**config.mk**
```make
export PLATFORM = sky130hd
export DESIGN_NAME = paddle_driver_flat
export DESIGN_NICKNAME = d
export VERILOG_FILES = /design/src/rtl/pong_pkg.sv /design/src/rtl/paddle_driver_if.sv /design/src/rtl/btn_debounce.sv /design/src/rtl/paddle_driver.sv /design/src/flat_wrapper.sv
export SDC_FILE = /design/constraint.sdc
export NUM_CORES = 1
export LEC_CHECK = 0
export ABC_AREA = 1
export CORE_UTILIZATION = 42
export CTS_BUF_LIST = sky130_fd_sc_hd__clkbuf_4 sky130_fd_sc_hd__clkbuf_8
export CTS_CLUSTER_DIAMETER = 30
export DETAILED_ROUTE_END_ITERATION = 10
export SLEW_MARGIN = 30
export SYNTH_ARGS = -nofsm -noshare
export SYNTH_HDL_FRONTEND = slang
export SYNTH_SLANG_ARGS = --single-unit
```
**constraint.sdc**
```tcl
create_clock -name clk -period 3.67 [get_ports clk]
set_clock_uncertainty 0.05 [all_clocks]
set_input_delay 0.5505 -clock clk [delete_from_list [all_inputs] [get_ports clk]]
set_output_delay 0.5505 -clock clk [all_outputs]
set_load 0.01 [all_outputs]
```
**src/rtl/pong_pkg.sv**
```systemverilog
// rtl/pong_pkg.sv - shared types and constants for the paddle driver.
package pong_pkg;

    localparam int PADDLE_ROWS = 16;

    typedef enum logic [1:0] {
        IDLE,
        FIRST,
        REPEAT
    } drv_state_t;

    typedef enum logic [1:0] {
        DIR_NONE,
        DIR_UP,
        DIR_DOWN
    } dir_t;

endpackage

```
**src/rtl/paddle_driver_if.sv**
```systemverilog
// rtl/paddle_driver_if.sv - board-side pins and paddle step outputs of one paddle driver.
interface paddle_driver_if;
    import pong_pkg::*;

    logic                   btn_up;
    logic                   btn_down;
    logic                   frame_tick;
    logic [PADDLE_ROWS-1:0] paddle;
    logic [3:0]             ball_row;
    logic                   ai_mode;
    logic                   step_up;
    logic                   step_down;
    logic                   moving;

    modport master (
        output btn_up, btn_down, frame_tick, paddle, ball_row, ai_mode,
        input  step_up, step_down, moving
    );

    modport slave (
        input  btn_up, btn_down, frame_tick, paddle, ball_row, ai_mode,
        output step_up, step_down, moving
    );
endinterface

```
**src/rtl/btn_debounce.sv**
```systemverilog
// rtl/btn_debounce.sv - 2-FF synchroniser plus stability counter for one raw button.
module btn_debounce #(
    parameter int DEBOUNCE_BITS = 16
) (
    input  logic clk,
    input  logic reset,
    input  logic btn,
    output logic level
);
    logic                     sync1;
    logic                     sync2;
    logic [DEBOUNCE_BITS-1:0] cnt;

    always_ff @(posedge clk) begin
        if (reset) begin
            sync1 <= 1'b0;
            sync2 <= 1'b0;
            cnt   <= '0;
            level <= 1'b0;
        end else begin
            sync1 <= btn;
            sync2 <= sync1;
            if (sync2 == level) begin
                cnt <= '0;
            end else if (&cnt) begin
                // Wrap: input has disagreed for 2**DEBOUNCE_BITS consecutive cycles.
                cnt   <= '0;
                level <= sync2;
            end else begin
                cnt <= cnt + 1'b1;
            end
        end
    end
endmodule

```
**src/rtl/paddle_driver.sv**
```systemverilog
// rtl/paddle_driver.sv - debounced hold-to-repeat paddle stepper; AI_PADDLE_EN adds a ball-tracking mode.
module paddle_driver
    import pong_pkg::*;
#(
    parameter int DEBOUNCE_BITS = 16,
    parameter int FIRST_DELAY   = 8,
`ifdef AI_PADDLE_EN
    parameter int AI_PERIOD     = 3,
`endif
    parameter int REPEAT_PERIOD = 2
) (
    input logic             clk,
    input logic             reset,
    paddle_driver_if.slave  bus
);
    logic       up_db;
    logic       down_db;
    dir_t       dir;
    drv_state_t state, state_n;
    logic [7:0] cnt, cnt_n;
    dir_t       dir_q, dir_n;
    dir_t       fire_dir;
    logic       fire_up;
    logic       fire_down;
    logic       step_up_q;
    logic       step_down_q;

    btn_debounce #(.DEBOUNCE_BITS(DEBOUNCE_BITS)) u_db_up (
        .clk   (clk),
        .reset (reset),
        .btn   (bus.btn_up),
        .level (up_db)
    );

    btn_debounce #(.DEBOUNCE_BITS(DEBOUNCE_BITS)) u_db_down (
        .clk   (clk),
        .reset (reset),
        .btn   (bus.btn_down),
        .level (down_db)
    );

    always_comb begin
        dir = DIR_NONE;
        if (up_db && !down_db)      dir = DIR_UP;
        else if (down_db && !up_db) dir = DIR_DOWN;
    end

`ifdef AI_PADDLE_EN
    logic       ai_q;
    logic [3:0] top_row;
    logic [3:0] bot_row;
    logic [4:0] row_sum;
    logic [3:0] ctr_row;
    dir_t       ai_dir;

    always_comb begin
        top_row = 4'd0;
        bot_row = 4'd0;
        for (int i = PADDLE_ROWS - 1; i >= 0; i--) begin
            if (bus.paddle[i]) top_row = 4'(i);
        end
        for (int i = 0; i < PADDLE_ROWS; i++) begin
            if (bus.paddle[i]) bot_row = 4'(i);
        end
        row_sum = {1'b0, top_row} + {1'b0, bot_row};
        ctr_row = row_sum[4:1];
        ai_dir  = DIR_NONE;
        if (|bus.paddle) begin
            if (bus.ball_row < ctr_row)      ai_dir = DIR_UP;
            else if (bus.ball_row > ctr_row) ai_dir = DIR_DOWN;
        end
    end
`endif

    always_comb begin
        state_n  = state;
        cnt_n    = cnt;
        dir_n    = dir_q;
        fire_dir = DIR_NONE;
`ifdef AI_PADDLE_EN
        if (bus.ai_mode != ai_q) begin
            state_n = IDLE;
        end else if (bus.ai_mode) begin
            state_n = REPEAT;
            if (state == IDLE) begin
                cnt_n = 8'(AI_PERIOD);
            end else if (bus.frame_tick) begin
                if (cnt <= 8'd1) begin
                    fire_dir = ai_dir;
                    cnt_n    = 8'(AI_PERIOD);
                end else begin
                    cnt_n = cnt - 8'd1;
                end
            end
        end else
`endif
        begin
            case (state)
                IDLE: begin
                    if (dir != DIR_NONE) begin
                        fire_dir = dir;
                        dir_n    = dir;
                        cnt_n    = 8'(FIRST_DELAY);
                        state_n  = FIRST;
                    end
                end
                default: begin
                    // A changed direction drops to IDLE so the new one restarts with an immediate step.
                    if (dir != dir_q) begin
                        state_n = IDLE;
                    end else if (bus.frame_tick) begin
                        if (cnt <= 8'd1) begin
                            fire_dir = dir_q;
                            cnt_n    = 8'(REPEAT_PERIOD);
                            state_n  = REPEAT;
                        end else begin
                            cnt_n = cnt - 8'd1;
                        end
                    end
                end
            endcase
        end
    end

    // Wall limits mask the pulse only; the sequencer keeps running. A pulse never follows a pulse directly.
    assign fire_up   = (fire_dir == DIR_UP) && !bus.paddle[0] && !step_up_q && !step_down_q;
    assign fire_down = (fire_dir == DIR_DOWN) && !bus.paddle[PADDLE_ROWS-1] && !step_up_q && !step_down_q;

    always_ff @(posedge clk) begin
        if (reset) begin
            state       <= IDLE;
            cnt         <= 8'd0;
            dir_q       <= DIR_NONE;
            step_up_q   <= 1'b0;
            step_down_q <= 1'b0;
`ifdef AI_PADDLE_EN
            ai_q        <= 1'b0;
`endif
        end else begin
            state       <= state_n;
            cnt         <= cnt_n;
            dir_q       <= dir_n;
            step_up_q   <= fire_up;
            step_down_q <= fire_down;
`ifdef AI_PADDLE_EN
            ai_q        <= bus.ai_mode;
`endif
        end
    end

    assign bus.step_up   = step_up_q;
    assign bus.step_down = step_down_q;
    assign bus.moving    = (state != IDLE);
endmodule

```
**src/flat_wrapper.sv**
```systemverilog
// flat-port wrapper written by rule: the top's interface ports become plain ports
module paddle_driver_flat import pong_pkg::*;
#(
    parameter int DEBOUNCE_BITS = 16,
    parameter int FIRST_DELAY   = 8,

    parameter int REPEAT_PERIOD = 2
)
  (clk, reset, bus_btn_up, bus_btn_down, bus_frame_tick, bus_paddle, bus_ball_row, bus_ai_mode, bus_step_up, bus_step_down, bus_moving);
  paddle_driver_if bus_i ();
  input logic clk;
  input logic reset;
  input wire logic [$bits(bus_i.btn_up)-1:0] bus_btn_up;
  input wire logic [$bits(bus_i.btn_down)-1:0] bus_btn_down;
  input wire logic [$bits(bus_i.frame_tick)-1:0] bus_frame_tick;
  input wire logic [$bits(bus_i.paddle)-1:0] bus_paddle;
  input wire logic [$bits(bus_i.ball_row)-1:0] bus_ball_row;
  input wire logic [$bits(bus_i.ai_mode)-1:0] bus_ai_mode;
  output wire logic [$bits(bus_i.step_up)-1:0] bus_step_up;
  output wire logic [$bits(bus_i.step_down)-1:0] bus_step_down;
  output wire logic [$bits(bus_i.moving)-1:0] bus_moving;
  assign bus_i.btn_up = bus_btn_up;
  assign bus_i.btn_down = bus_btn_down;
  assign bus_i.frame_tick = bus_frame_tick;
  assign bus_i.paddle = bus_paddle;
  assign bus_i.ball_row = bus_ball_row;
  assign bus_i.ai_mode = bus_ai_mode;
  assign bus_step_up = bus_i.step_up;
  assign bus_step_down = bus_i.step_down;
  assign bus_moving = bus_i.moving;
  paddle_driver #(.DEBOUNCE_BITS(DEBOUNCE_BITS), .FIRST_DELAY(FIRST_DELAY), .REPEAT_PERIOD(REPEAT_PERIOD)) u_core (.clk(clk), .reset(reset), .bus(bus_i));
endmodule
```
### After elaboration in Yosys (flattened, before gate mapping)

Index checks and enable logic that the tools add are counted.

| operators by class | value |
|---|---|
| multipliers | 0 |
| mux-type cells | 17 |
| bitwise operators | 2 |
| reductions and logical operators | 29 |
| eq/ne operators | 7 |
| shift-type cells | 0 |
| add/sub/neg operators | 3 |
| div/mod/pow operators | 0 |
| order comparisons | 1 |

Operator list:

| operator | count |
|---|---|
| $mux 8 | 5 |
| $reduce_and 17->1 | 2 |
| $add 16x1->16 const B | 2 |
| $reduce_and 16->1 | 2 |
| $mux 2 | 12 |
| $le 8x1->1 const B | 1 |
| $logic_and 1x1->1 | 8 |
| $sub 8x1->8 const B | 1 |
| $logic_not 1->1 | 6 |
| $reduce_and 3->1 | 2 |
| $reduce_bool 2->1 | 3 |
| $reduce_bool 3->1 | 2 |
| $reduce_or 3->1 | 2 |
| $eq 1x1->1 | 2 |
| $eq 2x1->1 const B | 1 |
| $eq 2x2->1 const B | 1 |
| $logic_not 2->1 | 1 |
| $ne 2x1->1 const B | 1 |
| $ne 2x2->1 | 1 |
| $ne 2x2->1 const B | 1 |
| $not 1->1 | 2 |
| $reduce_and 2->1 | 1 |

| storage, ports and cells | value |
|---|---|
| latch bits | 0 |
| register bits | 52 |
| logic and storage cells | 72 |
| memory bits (read-only) | 0 |
| input port bits | 26 |
| bits in writable memories | 0 |
| memories | 0 |

### Logic depth before layout (Yosys ltp)

Gate-level depths: netlist of run 1.

| logic depth | value |
|---|---|
| word-level depth | 11 |
| depth in mapped cells | 12 |
| mapped depth without buffers | 12 |

### Cells and area by module

Synthesis of run 1 repeated with hierarchy kept, for this count alone.

| second synthesis, totals | value |
|---|---|
| cell total of the unflattened synthesis | 385 |
| area total of the unflattened synthesis | 2842.7 um^2 |

Modules (own cells, without submodules):

| module | area an instance (um^2) | cells an instance | times used | seq. area each (um^2) |
|---|---|---|---|---|
| btn_debounce | 973.4 | 125 | 2 | 380.4 |
| paddle_driver | 895.9 | 135 | 1 | 280.3 |

### Worst setup path after synthesis of run 1

No wires, ideal clock.

| timing path | value |
|---|---|
| path kind | register to register |
| from | register u_core.u_db_down.level |
| to | register u_core.cnt[7] |
| period minus slack after synthesis | 1517 ps |
| setup time | 116 ps |
| path buffers | 0 |
| stages on the path, launching flop included | 13 |
| setup slack | 2153 ps |
| arrival | 1351 ps |
| path through | dfxtp_1 > inv_1 > ha_1 > inv_1 > nand2_1 > nand2_1 > inv_1 > nor2_1 > nand2_1 > nand2_2 > nand2_1 > inv_1 > nor2_1 |

| on the way | value |
|---|---|
| word-level cells in the longest chain between the ends | 6 |

Ends and longest elaborated chain:

| element | RTL line | text |
|---|---|---|
| start, declared | btn_debounce.sv:8 | `output logic level` |
| start signal, assigned | btn_debounce.sv:28 | `level <= sync2;` |
| $logic_not 1->1 * | paddle_driver.sv:44 | `if (up_db && !down_db) dir = DIR_UP;` |
| $logic_and 1x1->1 * | paddle_driver.sv:44 |  |
| $mux 2 * | paddle_driver.sv:44 |  |
| named net u_core.dir[0] | paddle_driver.sv:18 | `dir_t dir;` |
| $ne 2x2->1 or $reduce_bool 2->1 (tied branches) | paddle_driver.sv:109, paddle_driver.sv:100 |  |
| $ne 2x2->1 (no source line) or $ne 2x1->1 (tied branches) | - |  |
| $reduce_and 3->1 (no source line) * | - |  |
| end signal, assigned | paddle_driver.sv:141 | `cnt <= cnt_n;` |
| end, declared | paddle_driver.sv:20 | `logic [7:0] cnt, cnt_n;` |

The timed path passes the listed nets; every way through them passes the cells marked *.
A chain may end at the register's enable or synchronous reset.

### Worst setup path in the final report of run 1

| timing path | value |
|---|---|
| from | register u_core.state[1] |
| to | output bus_moving |

| on the way | value |
|---|---|
| word-level cells in the longest chain between the ends | 1 |

Ends and longest elaborated chain:

| element | RTL line | text |
|---|---|---|
| start, declared | paddle_driver.sv:19 | `drv_state_t state, state_n;` |
| start signal, assigned | paddle_driver.sv:140 | `state <= state_n;` |
| $reduce_bool 2->1 | paddle_driver.sv:153 | `assign bus.moving = (state != IDLE);` |
| end, declared | flat_wrapper.sv:21 | `output wire logic [$bits(bus_i.moving)-1:0] bus_moving;` |

Every way passes these cells.

==> results of run 1 <==
==> cell usage after synthesis (3+ instances only) <==
master	count	share of area [%]
nand2_1	74	11
nor2_1	64	9.5
dfxtp_1	52	41
inv_1	44	6.6
nand3_1	22	4.4
a21oi_1	16	3.2
xor2_1	12	4.2
o21ai_0	10	2.0
nand4_1	7	1.7
xnor2_1	7	2.4
ha_1	6	3.0
nor3_1	6	1.2
nor2_2	5	1.2
nor2_4	3	1.3
or2_2	3	0.74
==> worst min-delay path, stage by stage (launching register included) <==
cell     delay (ns)
dfxtp_1        0.31
inv_1          0.04
nor2_1         0.03
==> layer usage <==
metal	vias to the layer above	GRT usage [%]	wire [um]
met3	2	3.43	78
met4	0	4.36	24
met2	13	23.5	1840
met1	894	21.0	2400
li1	1130	-	-
met5	-	0	0
==> area by class of cell <==
type | count | area (um^2) | area share (%)
clock buffers | 6 | 82.6 | 2.98
repair buffers | 10 | 97.6 | 3.52
flip-flops and latches | 52 | 1040 | 37.6
multi-input cells | 251 | 1280 | 46.1
clock inverters | 2 | 10.0 | 0.361
well taps | 72 | 90.1 | 3.25
inverters | 45 | 171 | 6.19
==> power breakdown <==
part	internal [mW]	leakage (nW)	switching, mW	total (mW)
Clock	0.151	0.0510	0.182	0.333
Combinational	0.0102	0.624	0.0115	0.0217
Sequential	0.566	0.420	0.00133	0.568
Total	0.728	1.09	0.195	0.923
==> flip-flops by register name, indices dropped and copies added (netlist names) <==
| name | count |
|---|---|
| u_core.state | 2 |
| u_core.u_db_down.sync1 | 1 |
| u_core.u_db_down.cnt | 16 |
| u_core.bus.step_down | 1 |
| u_core.u_db_down.sync2 | 1 |
| u_core.u_db_up.level | 1 |
| u_core.bus.step_up | 1 |
| u_core.u_db_up.cnt | 16 |
| u_core.u_db_up.sync2 | 1 |
| u_core.u_db_up.sync1 | 1 |
| u_core.dir_q | 2 |
| u_core.u_db_down.level | 1 |
| u_core.cnt | 8 |
==> logic make-up after synthesis <==
| group | count (synthesis) |
|---|---|
| and+or+nand+nor | 194 |
| AOI/OAI and AO/OA | 32 |
| adders and majority gates | 6 |
| xor gates and xnor gates | 19 |
| DFF | 52 |
| buffers and inverters | 49 |
==> worst paths after layout <==
| check | end | start |
|---|---|---|
| min | u_core.u_db_up.sync2$_SDFF_PP0_ | u_core.u_db_up.sync1$_SDFF_PP0_ |
| min reg2reg | u_core.u_db_up.sync2$_SDFF_PP0_ | u_core.u_db_up.sync1$_SDFF_PP0_ |
| max | bus_moving | u_core.state[1]$_SDFFE_PP0P_ |
| max reg2reg | u_core.u_db_down.cnt[12]$_SDFF_PP0_ | u_core.u_db_down.cnt[0]$_SDFF_PP0_ |
==> metrics.md, run 1 <==
| Metric | Value |
|---|---|
| Power Density | `333 nW/um^2` |
| Routability cong. | `roughly 0.76` |
| Final WS setup | `1.64 ns` |
| DRT iter0 DRCs | `approximately 50` |
| Clock H-tree levels | `2` |
| Clk buf depth | `2` |
| Synth Area in Adders | `a little under 3%` |
| Worst r2r path cells | `8` |
| Drt pass-1 iters | `5` |
| WP depth | `3` |
| Final period util | `55.4%` |
| Top FF cell, synth | `dfxtp_1` |
| Synth unique cells | `33` |
| Family with the most delay on the worst path | `buffers and inverters` |
| Yosys reg bits | `52` |
| Fraction of registers with async set/reset | `0%` |
| Crit path launch type | `register` |
| FILL cells | `583` |
| Outcome | `finished clean` |
| Syn_area_per_cell | `roughly 7 um^2` |
| Worst-path clk slew | `roughly 0.090 ns` |
| Die H | `between 70 and 80 um` |
| Port buffer count | `9` |
| Initial Utilization | `around 45%` |
| CP peak stage delay | `between 0.4 and 0.5 ns` |
| Final Cell Area | `roughly 2800 um^2` |
| Critical-path cell list | `nor2_4, inv_4, clkdlybuf4s50_1` |
| Total power | `923 uW` |
| Syn nets | `384` |
| Post-synthesis mux area share | `0%` |
| Most frequent cells in the layout | `74 x nand2_1, 64 x nor2_1, 52 x dfxtp_1, 44 x inv_1, 22 x nand3_1` |
| Post-synth EDFFs | `0` |
| WL/cell | `slightly below 10 um` |
| Fin util | `just under 50%` |
| Worst Path Arrival | `1.43 ns` |
| Cts repair resizes | `0` |
| Max-cap viol count | `0` |
| RSZ-0062 raised after global routing | `false` |
| Vias per cell | `approximately 4.7` |
| Largest net degree at the start of global routing | `16` |
| Slowest cell on crit path | `clkdlybuf4s50_1` |
| Final Hold Fails | `0` |
| Setup Fix Bufs, Post-CTS | `0` |
| Vias in the first global route | `approximately 1800` |
| Inst Count DP | `430` |
| Core area | `approximately 5600 um^2` |
| Total CTS buffers | `5` |
| Setup TNS | `0 ns` |
| Global-route wire length before repair | `roughly 7.7 mm` |
| I/O pin count | `29` |
| Final Non-Filler Cells | `around 440` |
| Drc violations | `0` |
| Diodes inserted | `0` |
| GR Overflow Total | `0` |
| Critical Path End Type | `primary output` |
| Sequential area share after synthesis | `around two fifths` |
| Main combinational cell family by area after synthesis | `simple AND/OR/NAND/NOR gates` |
| Clock sink total | `52` |
| Clock Latency Late Sink | `~0.3 ns` |
| Die Wd | `79.5 um` |
| Commonest non-fill, non-tap cell in the layout | `nand2_1` |
| Compound-Gate Fraction of Synth Area | `7.05%` |
| Reg2reg setup slack | `1.73 ns` |
| Slew @ Worst Pin | `0.599 ns` |
| Final setup viols | `0` |
| Final hold slack | `around 0.36 ns` |
| Max-slew headroom | `roughly 60%` |
| Initial antenna violation count | `0` |
| Critical Path RT | `between 3 and 4 ns` |
| Worst Hold Depth | `2` |
| Worst-path fanout max | `7` |
| Hold Crit Class | `reg2reg` |
| Leak pwr | `~1.1 nW` |
| Final Net Count | `397` |
| GR Util All Layers | `approximately 15%` |
| Slew Viols, Final | `0` |
| Buffers and inverters on the worst path | `2` |
| Via count | `between 2000 and 2500` |
| DRT antenna net count | `0` |
| DP Area | `between 2000 and 3000 um^2` |
| CP Class | `reg2out` |
| Cts hold-fix bufs | `0` |
| WL final | `4.35 mm` |
| Clock tree root driver cell | `clkbuf_8` |
| XOR/XNOR Fraction of Synth Area | `6.60%` |
| Placement Setup Slack | `between 1 and 1.5 ns` |
| Synth Warn # | `0` |
| VDD IR-drop max | `approximately 270 uV` |
| Post-Synth Simple-Gate Area | `34.1%` |
| Row count | `27` |
| Share of cells above drive strength 1 | `7.65%` |
| Cell area after synthesis | `2520 um^2` |
| Post-DP HPWL | `roughly 3.2 mm` |
| Area Growth Syn to Fin | `9.93%` |
| CTS tree | `done` |
| Cells after Synth | `352` |
| Die footprint | `between 6000 and 7000 um^2` |
| Final worst path period need | `just over 2 ns` |
| Max Fclk | `slightly below 500 MHz` |
Power figures use the tool's default switching activity.
==> run 2, diff against run 1 <==
PLACE_DENSITY = 0.65   (was default)
clock period = 1.8 ns   (was 3.67 ns; I/O delays follow)
==> run 2 against run 1 <==
Effect of this change: die area is the same; clock power grew 140%; global-route usage grew 0.28 points; wire length is 1.1% higher; sequential power is 100% higher; critical path type unchanged; largest cell class unchanged.
==> metrics.md, run 2 (synthesized netlist as in run 1, its figures left out) <==
| Metric | Value |
|---|---|
| Outcome | `finished clean` |
| GR Util All Layers | `15.5% (+0.28 points)` |
| Final setup viols | `0 (unchanged)` |
| Max Fclk | `597 MHz` |
| Met3 global-route usage | `4.00% (+0.57 points)` |
| Max-cap viol count | `0 (unchanged)` |
| Reg2reg setup slack | `0.21 ns (-1.52 ns)` |
| Worst-path fanout max | `6 (-1)` |
| Global-route met1 utilization | `20.4% (-0.59 points)` |
| Die H | `79.5 um (unchanged)` |
| Internal | `1.59 mW (+120%)` |
| Die footprint | `6320 um^2 (unchanged)` |
| Switching power | `402 uW (+110%)` |
| Clock power share | `39.4% (+3.3 points)` |
| Most frequent cells in the layout | `73 x nand2_1, 61 x nor2_1, 52 x dfxtp_1, 44 x inv_1, 22 x nand3_1` |
| Clock tree root driver cell | `clkbuf_8` |
| Max-slew headroom | `82.7% (+23 points)` |
| Final WS setup | `0.126 ns (-1.51 ns)` |
| FF-to-FF Start | `u_core.u_db_up.cnt[0]$_SDFF_PP0_` |
| Top Registers | `u_core.u_db_down.cnt: 16 flops, u_core.u_db_up.cnt: 16 flops, u_core.cnt: 8 flops` |
| GR Overflow Total | `0 (unchanged)` |
| VDD IR-drop max | `391 uV (+45%)` |
| Initial Utilization | `44.7% (unchanged)` |
| Final Hold Fails | `0 (unchanged)` |
| I/O pin count | `29 (unchanged)` |
| Area Growth Syn to Fin | `14.9%` |
| Diodes inserted | `0 (unchanged)` |
| Setup TNS | `0 ns (unchanged)` |
| Final worst path period need | `between 1.5 and 2 ns` |
| WL final | `4.40 mm (+1.1%)` |
| Post-DP HPWL | `3.33 mm (+2.6%)` |
| Hold_sp | `u_core.u_db_up.sync1$_SDFF_PP0_` |
| Clock H-tree levels | `2 (unchanged)` |
| Clock Latency Late Sink | `0.30 ns (about the same)` |
| Core area | `5640 um^2 (unchanged)` |
| Initial antenna violation count | `0 (unchanged)` |
| Gate power share | `2.6% (+0.2 points)` |
| Largest net degree at the start of global routing | `17 (+1)` |
| DRT antenna net count | `0 (unchanged)` |
| Drc violations | `0 (unchanged)` |
| Worst-path clk slew | `0.09 ns (about the same)` |
| DRT iter0 DRCs | `81 (+59%)` |
| Share of cells above drive strength 1 | `11.7% (+4.0 points)` |
| RR Endpoint | `u_core.u_db_up.cnt[14]$_SDFF_PP0_` |
| WL/cell | `9.80 um (-1.4%)` |
| Global-route wire length before repair | `7.68 mm (-0.71%)` |
| Met2 usage in global routing | `24.2% (+0.68 points)` |
| Power Density | `688 nW/um^2 (+110%)` |
| Final Net Count | `408 (+2.8%)` |
| Clock sink total | `52 (unchanged)` |
| Most Used Layer, Global Route | `met2` |
| Placement Setup Slack | `0.132 ns (-1.23 ns)` |
| Die Wd | `79.5 um (unchanged)` |
| Final period util | `93.0%` |
| Routability cong. | `0.804 (+5.5%)` |
| Critical Path RT | `1.48 ns (-1.59 ns)` |
| CTS tree | `done` |
| Flop pwr share | `58.0% (-3.5 points)` |
| Hold endpoint | `u_core.u_db_up.sync2$_SDFF_PP0_` |
| Vias in the first global route | `1830 (+0.33%)` |
| Worst Hold Depth | `2 (unchanged)` |
| Row count | `27 (unchanged)` |
| Drt pass-1 iters | `4 (-1)` |
| Vias per cell | `4.71 (+1.1%)` |
| Clk buf depth | `2 (unchanged)` |
| CP Class | `reg2out` |
| Worst r2r path cells | `8 (unchanged)` |
| Worst Path Arrival | `1.35 ns (-0.08 ns)` |
| Crit path launch type | `register` |
| Leak pwr | `1.15 nW (+5.5%)` |
| Commonest non-fill, non-tap cell in the layout | `nand2_1` |
| RSZ-0062 raised after global routing | `false` |
| Sw frac | `20.2% (-1.0 points)` |
| Critical Path End Type | `primary output` |
| Slew @ Worst Pin | `0.258 ns (-0.341 ns)` |
| Via count | `2113 (+3.6%)` |
| Hold Crit Class | `reg2reg` |
| Port buffer count | `9 (unchanged)` |
| Total power | `1.99 mW (+120%)` |
| Slew Viols, Final | `0 (unchanged)` |
| Total CTS buffers | `5 (unchanged)` |
-- run 2: cell count changes in the layout (fill, tap and decap cells not counted), sizes merged --
cell,delta
clkbuf,-1
clkinvlp,+1
bufinv,+1
clkinv,-1
buf,+11
-- run 2: final cells by class --
type | instances | area [um^2]
clock buffers | 5 | 68.8
clock inverters | 3 | 42.5
fillers | 561 | 2740
inverters | 45 | 171
multi-input cells | 251 | 1300
flip-flops and latches | 52 | 1040
well taps | 72 | 90.1
repair buffers | 21 | 180
-- run 2: worst max-delay path by stage --
stage,startpoint,endpoint,slack (ns),depth (start not counted)
floorplan,u_core.u_db_down.level$_SDFFE_PP0P_,u_core.cnt[7]$_SDFFE_PP0P_,0.28,12
global placement,u_core.u_db_up.cnt[0]$_SDFF_PP0_,u_core.u_db_up.cnt[14]$_SDFF_PP0_,0.15,8
detailed placement,u_core.u_db_up.level$_SDFFE_PP0P_,u_core.cnt[5]$_SDFFE_PP0P_,0.13,7
CTS,u_core.state[1]$_SDFFE_PP0P_,bus_moving,0.11,3
global route,u_core.u_db_down.level$_SDFFE_PP0P_,u_core.cnt[7]$_SDFFE_PP0P_,0.02,11
finish,u_core.state[1]$_SDFFE_PP0P_,bus_moving,0.13,3
-- run 2: per-stage QoR --
| step | utilization, % | std cells | hold slack, ns | instance area [um^2] |
|---|---|---|---|---|
| floorplan | - | 352 | 0.327 | 2520 |
| detailed placement | 48.9 | 441 | 0.349 | 2760 |
| CTS | 50.9 | 449 | 0.362 | 2870 |
| finish | 51.4 | 449 | 0.361 | 2900 |
| global route | 51.4 | 449 | 0.377 | 2900 |
| global placement | 48.9 | 441 | 0.340 | 2760 |
-- run 2: power groups by stage --
stage | sequential [mW] | combinational [mW] | clock (mW)
6_report | 1.16 | 0.0511 | 0.786
5_1_grt | 1.16 | 0.0575 | 0.863
4_1_cts | 1.16 | 0.0511 | 0.819
3_5_place_dp | 1.18 | 0.0508 | 0
3_3_place_gp | 1.18 | 0.0507 | 0
2_1_floorplan | 1.18 | 0.0240 | 0
-- run 2: what timing repair did --
| action | 4_1_cts | 5_1_grt |
|---|---|---|
| hold buffers | 0 | 0 |
| resized for setup | 0 | 7 |
| buffers inserted | 0 | 0 |
| endpoints found under the setup margin | 0 | 18 |
-- run 2: worst max-delay path, cell delays in order, from the launching register on --
cell and delay (ns):
dfxtp_1 0.38, nor2_4 0.06, inv_4 0.07, clkdlybuf4s50_1 0.54
-- run 2: layer usage --
layer	part of all wire, %	vias up	wire length, um
met5	0	-	0
met3	3.5	6	154
met1	52	926	2270
li1	-	1154	-
met2	44	27	1920
met4	1.3	0	59
==> run 3, diff against run 2 <==
ABC_CLOCK_PERIOD_IN_PS = 1800   (was default)
==> results of run 3 <==
Same layout as run 2: the final DEF is identical, and so are final timing and power.
==> edit 1 (settings of run 1) <==
Re-encode `dir_t` (3 values) as one-hot, 3 bits wide.
--- a/src/rtl/pong_pkg.sv
+++ b/src/rtl/pong_pkg.sv
@@ -9,10 +9,10 @@
         REPEAT
     } drv_state_t;
 
-    typedef enum logic [1:0] {
-        DIR_NONE,
-        DIR_UP,
-        DIR_DOWN
+    typedef enum logic [2:0] {
+        DIR_NONE = 3'b001,
+        DIR_UP   = 3'b010,
+        DIR_DOWN = 3'b100
     } dir_t;
 
 endpackage
Behaviour: same outputs for any inputs over 10 cycles, from zero or initial values and one cycle with reset high; not proved beyond that.
==> edit 1 against run 1 <==
  * Area after synthesis up 6.9%
  * Total power is 2.9% higher
  * Via count is 8.7% higher
  * Count of clock-buffer cells in the layout fell by 1
  * Cell area grew 5.5%
  * Wire length rose by 6.6%
  * Setup slack gained 0.014 ns
  * Final cell count is 9.4% higher
  * Sequential cell count rose by 1
  * Global-route usage rose by 0.48 points
  * Largest cell class unchanged
==> edit 1: results (changes against run 1) <==
Vias per inst: 4.626 (was 4.655)
Power Dens Cells: 324.9 nW/µm² (was 333.0 nW/µm²)
Compound-cell area share of the yosys netlist: 0.07889 (was 0.07047)
Area share of fa/ha/maj cells after synthesis: 0.02784 (was 0.02978)
Largest stage delay, worst path: 0.55 ns (was 0.48 ns)
Synth top area cells: dfxtp_1 39%, nand2_1 13%, nor2_1 8.6%, inv_1 8.4%, nand3_1 4.5% (was dfxtp_1 41%, nand2_1 11%, nor2_1 9.5%, inv_1 6.6%, nand3_1 4.4%)
Met3 WL post-DR: 120 µm (was 78 µm)
Seq power: 0.579 mW (was 0.568 mW)
Global Route Usage Sum: 0.1571 (was 0.1523)
Cells after synthesis: 392 (was 352)
Placed insts: 471 (was 430)
DRT Wirelength: 4.639 mm (was 4.351 mm)
Post-synth top cells: 94 x nand2_1, 62 x nor2_1, 60 x inv_1 (was 74 x nand2_1, 64 x nor2_1, 52 x dfxtp_1)
Sequential share of the synthesized area: 0.3935 (was 0.4129)
R2R Setup Slk: 1.78 ns (was 1.73 ns)
Max FO, Critical Path: 5 (was 7)
Met2 Usage GRT: 0.2438 (was 0.2350)
FILL cells: 633 (was 583)
Fin worst setup slack: 1.649 ns (was 1.635 ns)
Unique masters post-synth: 29 (was 33)
Worst-Skew Late Latency: 0.32 ns (was 0.30 ns)
Outcome: complete, no violations (unchanged)
Synth Area in XOR/XNOR: 0.04548 (was 0.06600)
Routed metal-1 wirelength: 2.524 mm (was 2.404 mm)
GRT met1 Usage: 0.2137 (was 0.2104)
Final nets: 435 (was 397)
1st-iter DRT viols: 116 (was 51)
Slew headroom: 0.6331 (was 0.6006)
Pin count of the biggest net entering global routing: 19 (was 16)
First-pass GRT wire length: 8.162 mm (was 7.734 mm)
Avg WL per Cell: 9.685 µm (was 9.934 µm)
Met2 wire len: 1.908 mm (was 1.844 mm)
Vias in the first global route: 1926 (was 1824)
Hpwl dp: 3.331 mm (was 3.244 mm)
M3 GR Usage: 0.02637 (was 0.03429)
Drt pass-1 iters: 4 (was 5)
Layout cells sized above 1: 0.07426 (was 0.07650)
Setup slack after placement: 1.334 ns (was 1.362 ns)
Post-CTS Setup Bufs: 0 (unchanged)
Placed cell area: 2828 µm² (was 2679 µm²)
-- edit 1: layout make-up --
type                       count  area share
clock inverter                 3    0.008990
clock buffer                   5     0.02354
tap                           75     0.03211
multi-input combinational    270      0.4593
sequential                    53      0.3630
timing repair buffer           9     0.03082
inverter                      64     0.08219
-- edit 1: worst max-delay path, delay by kind of cell, from the launching register on --
family / cells / cell delay [ns]
and+or+nand+nor: 1 / 0.11
buffers and inverters: 2 / 0.62
DFF: 1 / 0.39
-- edit 1: worst paths after layout --
kind | start | endpoint | cells past startpoint
worst max-delay path | u_core.state[1]$_SDFFE_PP0P_ | bus_moving | 3
worst min register to register | u_core.u_db_up.sync1$_SDFF_PP0_ | u_core.u_db_up.sync2$_SDFF_PP0_ | 2
worst max register to register | u_core.u_db_up.level$_SDFFE_PP0P_ | u_core.cnt[4]$_SDFFE_PP0P_ | 11
worst min-delay path | u_core.u_db_up.sync1$_SDFF_PP0_ | u_core.u_db_up.sync2$_SDFF_PP0_ | 2
==> edit 2 (flow settings as in run 1) <==
Made on the original files. The option `AI_PADDLE_EN` is turned on by a define.
--- a/src/rtl/paddle_driver.sv
+++ b/src/rtl/paddle_driver.sv
@@ -1,4 +1,6 @@
 // rtl/paddle_driver.sv - debounced hold-to-repeat paddle stepper; AI_PADDLE_EN adds a ball-tracking mode.
+`define AI_PADDLE_EN
+
 module paddle_driver
     import pong_pkg::*;
 #(
Function: changed (Yosys sat finds a counterexample within 4 cycles, from zero or initial values and one cycle with reset high).
==> edit 2 against run 1 <==
  * Wire length up 31%
  * Sequential cell count up 1
  * Setup slack worse by 1.3 ns
  * Via count grew 32%
  * Cell area increased by 29%
  * Non-clock buffer count increased by 21
  * Area after synthesis grew 22%
Power is not compared: it rests on default switching activity, and its combinational part moved more than twofold at a synthesized area within 25%.
==> edit 2: results (changes against run 1) <==
Final nets: 518 (was 397)
Cells after synthesis: 441 (was 352)
Final Hold Fails: 0 (unchanged)
Post-CTS Setup Bufs: 0 (unchanged)
Htree depth: 2 (unchanged)
Avg WL per Cell: 9.935 µm (was 9.934 µm)
Synth warn: 0 (unchanged)
Asr flop ratio synth: 0 (unchanged)
Outcome: complete, no violations (unchanged)
Post-synth top cells: 76 x inv_1, 75 x nand2_1, 63 x nor2_1 (was 74 x nand2_1, 64 x nor2_1, 52 x dfxtp_1)
Top Registers: u_core.u_db_down.cnt: 16 flops, u_core.u_db_up.cnt: 16 flops, u_core.cnt: 8 flops (unchanged)
Slowest CP cell: clkdlybuf4s50_1 (unchanged)
Vias per inst: 4.689 (was 4.655)
Largest stage delay, worst path: 0.50 ns (was 0.48 ns)
Hold endpoint: u_core.u_db_down.sync2$_SDFF_PP0_ (was u_core.u_db_up.sync2$_SDFF_PP0_)
Reg2reg path depth: 11 (was 8)
LEAKAGE: 1.578 nW
Worst slew pin tran: 0.6414 ns (was 0.5987 ns)
Syn Nets: 484 (was 384)
Buffers on Ports: 28 (was 9)
Final Max Tran Viols: 0 (unchanged)
Hold_ws: 0.3554 ns (was 0.3584 ns)
Vias in the first global route: 2430 (was 1824)
DRT Wirelength: 5.683 mm (was 4.351 mm)
RD Place Congestion: 0.8040 (was 0.7624)
Max VDD drop: 0.2267 mV
Root Buffer: clkbuf_8 (unchanged)
Pin count of the biggest net entering global routing: 18 (was 16)
Main synth FF type: dfxtp_1 (unchanged)
R2R Setup Slk: 1.42 ns (was 1.73 ns)
Reg2reg start: u_core.state[0]$_SDFFE_PP0P_ (was u_core.u_db_down.cnt[0]$_SDFF_PP0_)
Initial antenna violation count: 0 (unchanged)
HP Class: reg2reg (unchanged)
Drt pass-1 iters: 5 (unchanged)
R2R Path End: u_core.cnt[7]$_SDFFE_PP0P_ (was u_core.u_db_down.cnt[12]$_SDFF_PP0_)
Worst-Skew Late Latency: 0.31 ns
Unique masters post-synth: 39 (was 33)
1st-iter DRT viols: 63 (was 51)
Clk buf depth: 2 (unchanged)
Clock slew at reported path FFs: 0.10 ns
Sequential share of the synthesized area: 0.3436 (was 0.4129)
Placed insts: 564 (was 430)
Global Route Usage Sum: 0.1627 (was 0.1523)
Synth top area cells: dfxtp_1 34%, inv_1 9.2%, nand2_1 9.1%, nor2_1 7.7%, ha_1 6.5% (was dfxtp_1 41%, nand2_1 11%, nor2_1 9.5%, inv_1 6.6%, nand3_1 4.4%)
Min-delay src: u_core.u_db_down.sync1$_SDFF_PP0_ (was u_core.u_db_up.sync1$_SDFF_PP0_)
Num CTS Buffers: 5 (unchanged)
FILL cells: 725 (was 583)
Hpwl dp: 4.422 mm (was 3.244 mm)
First-pass GRT wire length: 10.12 mm (was 7.734 mm)
Setup slack after placement: -0.07339 ns (was 1.362 ns)
Max FO, Critical Path: 3 (was 7)
Layout cells sized above 1: 0.08193 (was 0.07650)
edit 2: what timing repair did:
action                                  CTS  global route
gates resized for setup                   0             2
hold buffers                              0             0
endpoints found under the setup margin    0             2
edit 2: area by class of cell:
| cell class | instances | area (µm²) | area share |
|---|---|---|---|
| Sequential cell | 53 | 1061 | 0.2957 |
| Inverter | 84 | 329.1 | 0.09170 |
| Timing Repair Buffer | 31 | 302.8 | 0.08438 |
| Clock inverter | 3 | 21.27 | 0.005927 |
| Tap cell | 96 | 120.1 | 0.03347 |
| Multi-Input combinational cell | 300 | 1685 | 0.4697 |
| Clock buffer | 5 | 68.82 | 0.01918 |
edit 2: cells by family (layout without fill, tap and decap cells):
kind of cell | count (synthesis) | in the layout | synth area share
flops | 53 | 53 | 0.3436
compound gates | 60 | 60 | 0.1062
xor+xnor | 14 | 14 | 0.03971
simple gates | 209 | 209 | 0.3266
fa+ha+maj | 17 | 17 | 0.07131
buf+inv | 88 | 123 | 0.1126
edit 2: worst max-delay path: cells and delay by family:
family,cells,cell delay (ns)
buffers and inverters,4,0.70
adder cells (fa/ha/maj),2,0.72
AND/OR/NAND/NOR,9,0.87
AO/OA/AOI/OAI,5,0.67
edit 2: stage by stage:
stage,utilization,cell area (µm²)
2_1_floorplan,-,3088
3_3_place_gp,0.5029,3492
3_5_place_dp,0.5029,3492
4_1_cts,0.5159,3582
5_1_grt,0.5168,3588
6_report,0.5168,3588
edit 2: layer usage:
metal	up-vias	part of all wire	wire [µm]	global-route usage
met5	-	0	0	0
met4	0	0.011	63	0.04471
met3	5	0.044	251	0.03770
met2	42	0.43	2442	0.2629
met1	1162	0.51	2926	0.2176
li1	1473	-	-	-
edit 2: how the worst max path moves through the flow:
stage	start	slack, ns	endpoint
2_1_floorplan	bus_paddle[15]	0.65	u_core.bus.step_up$_SDFF_PP0_
3_3_place_gp	bus_paddle[15]	0.01	u_core.bus.step_up$_SDFF_PP0_
3_5_place_dp	bus_paddle[15]	-0.07	u_core.bus.step_up$_SDFF_PP0_
4_1_cts	bus_paddle[15]	0.25	u_core.bus.step_up$_SDFF_PP0_
5_1_grt	bus_paddle[15]	0.03	u_core.bus.step_up$_SDFF_PP0_
6_report	bus_paddle[14]	0.36	u_core.bus.step_up$_SDFF_PP0_
edit 2: power by group:
part           total [mW]  internal, mW  switching [mW]
logic               0.193        0.0848           0.108
registers           0.597         0.589         0.00819
clock network       0.334         0.136           0.198
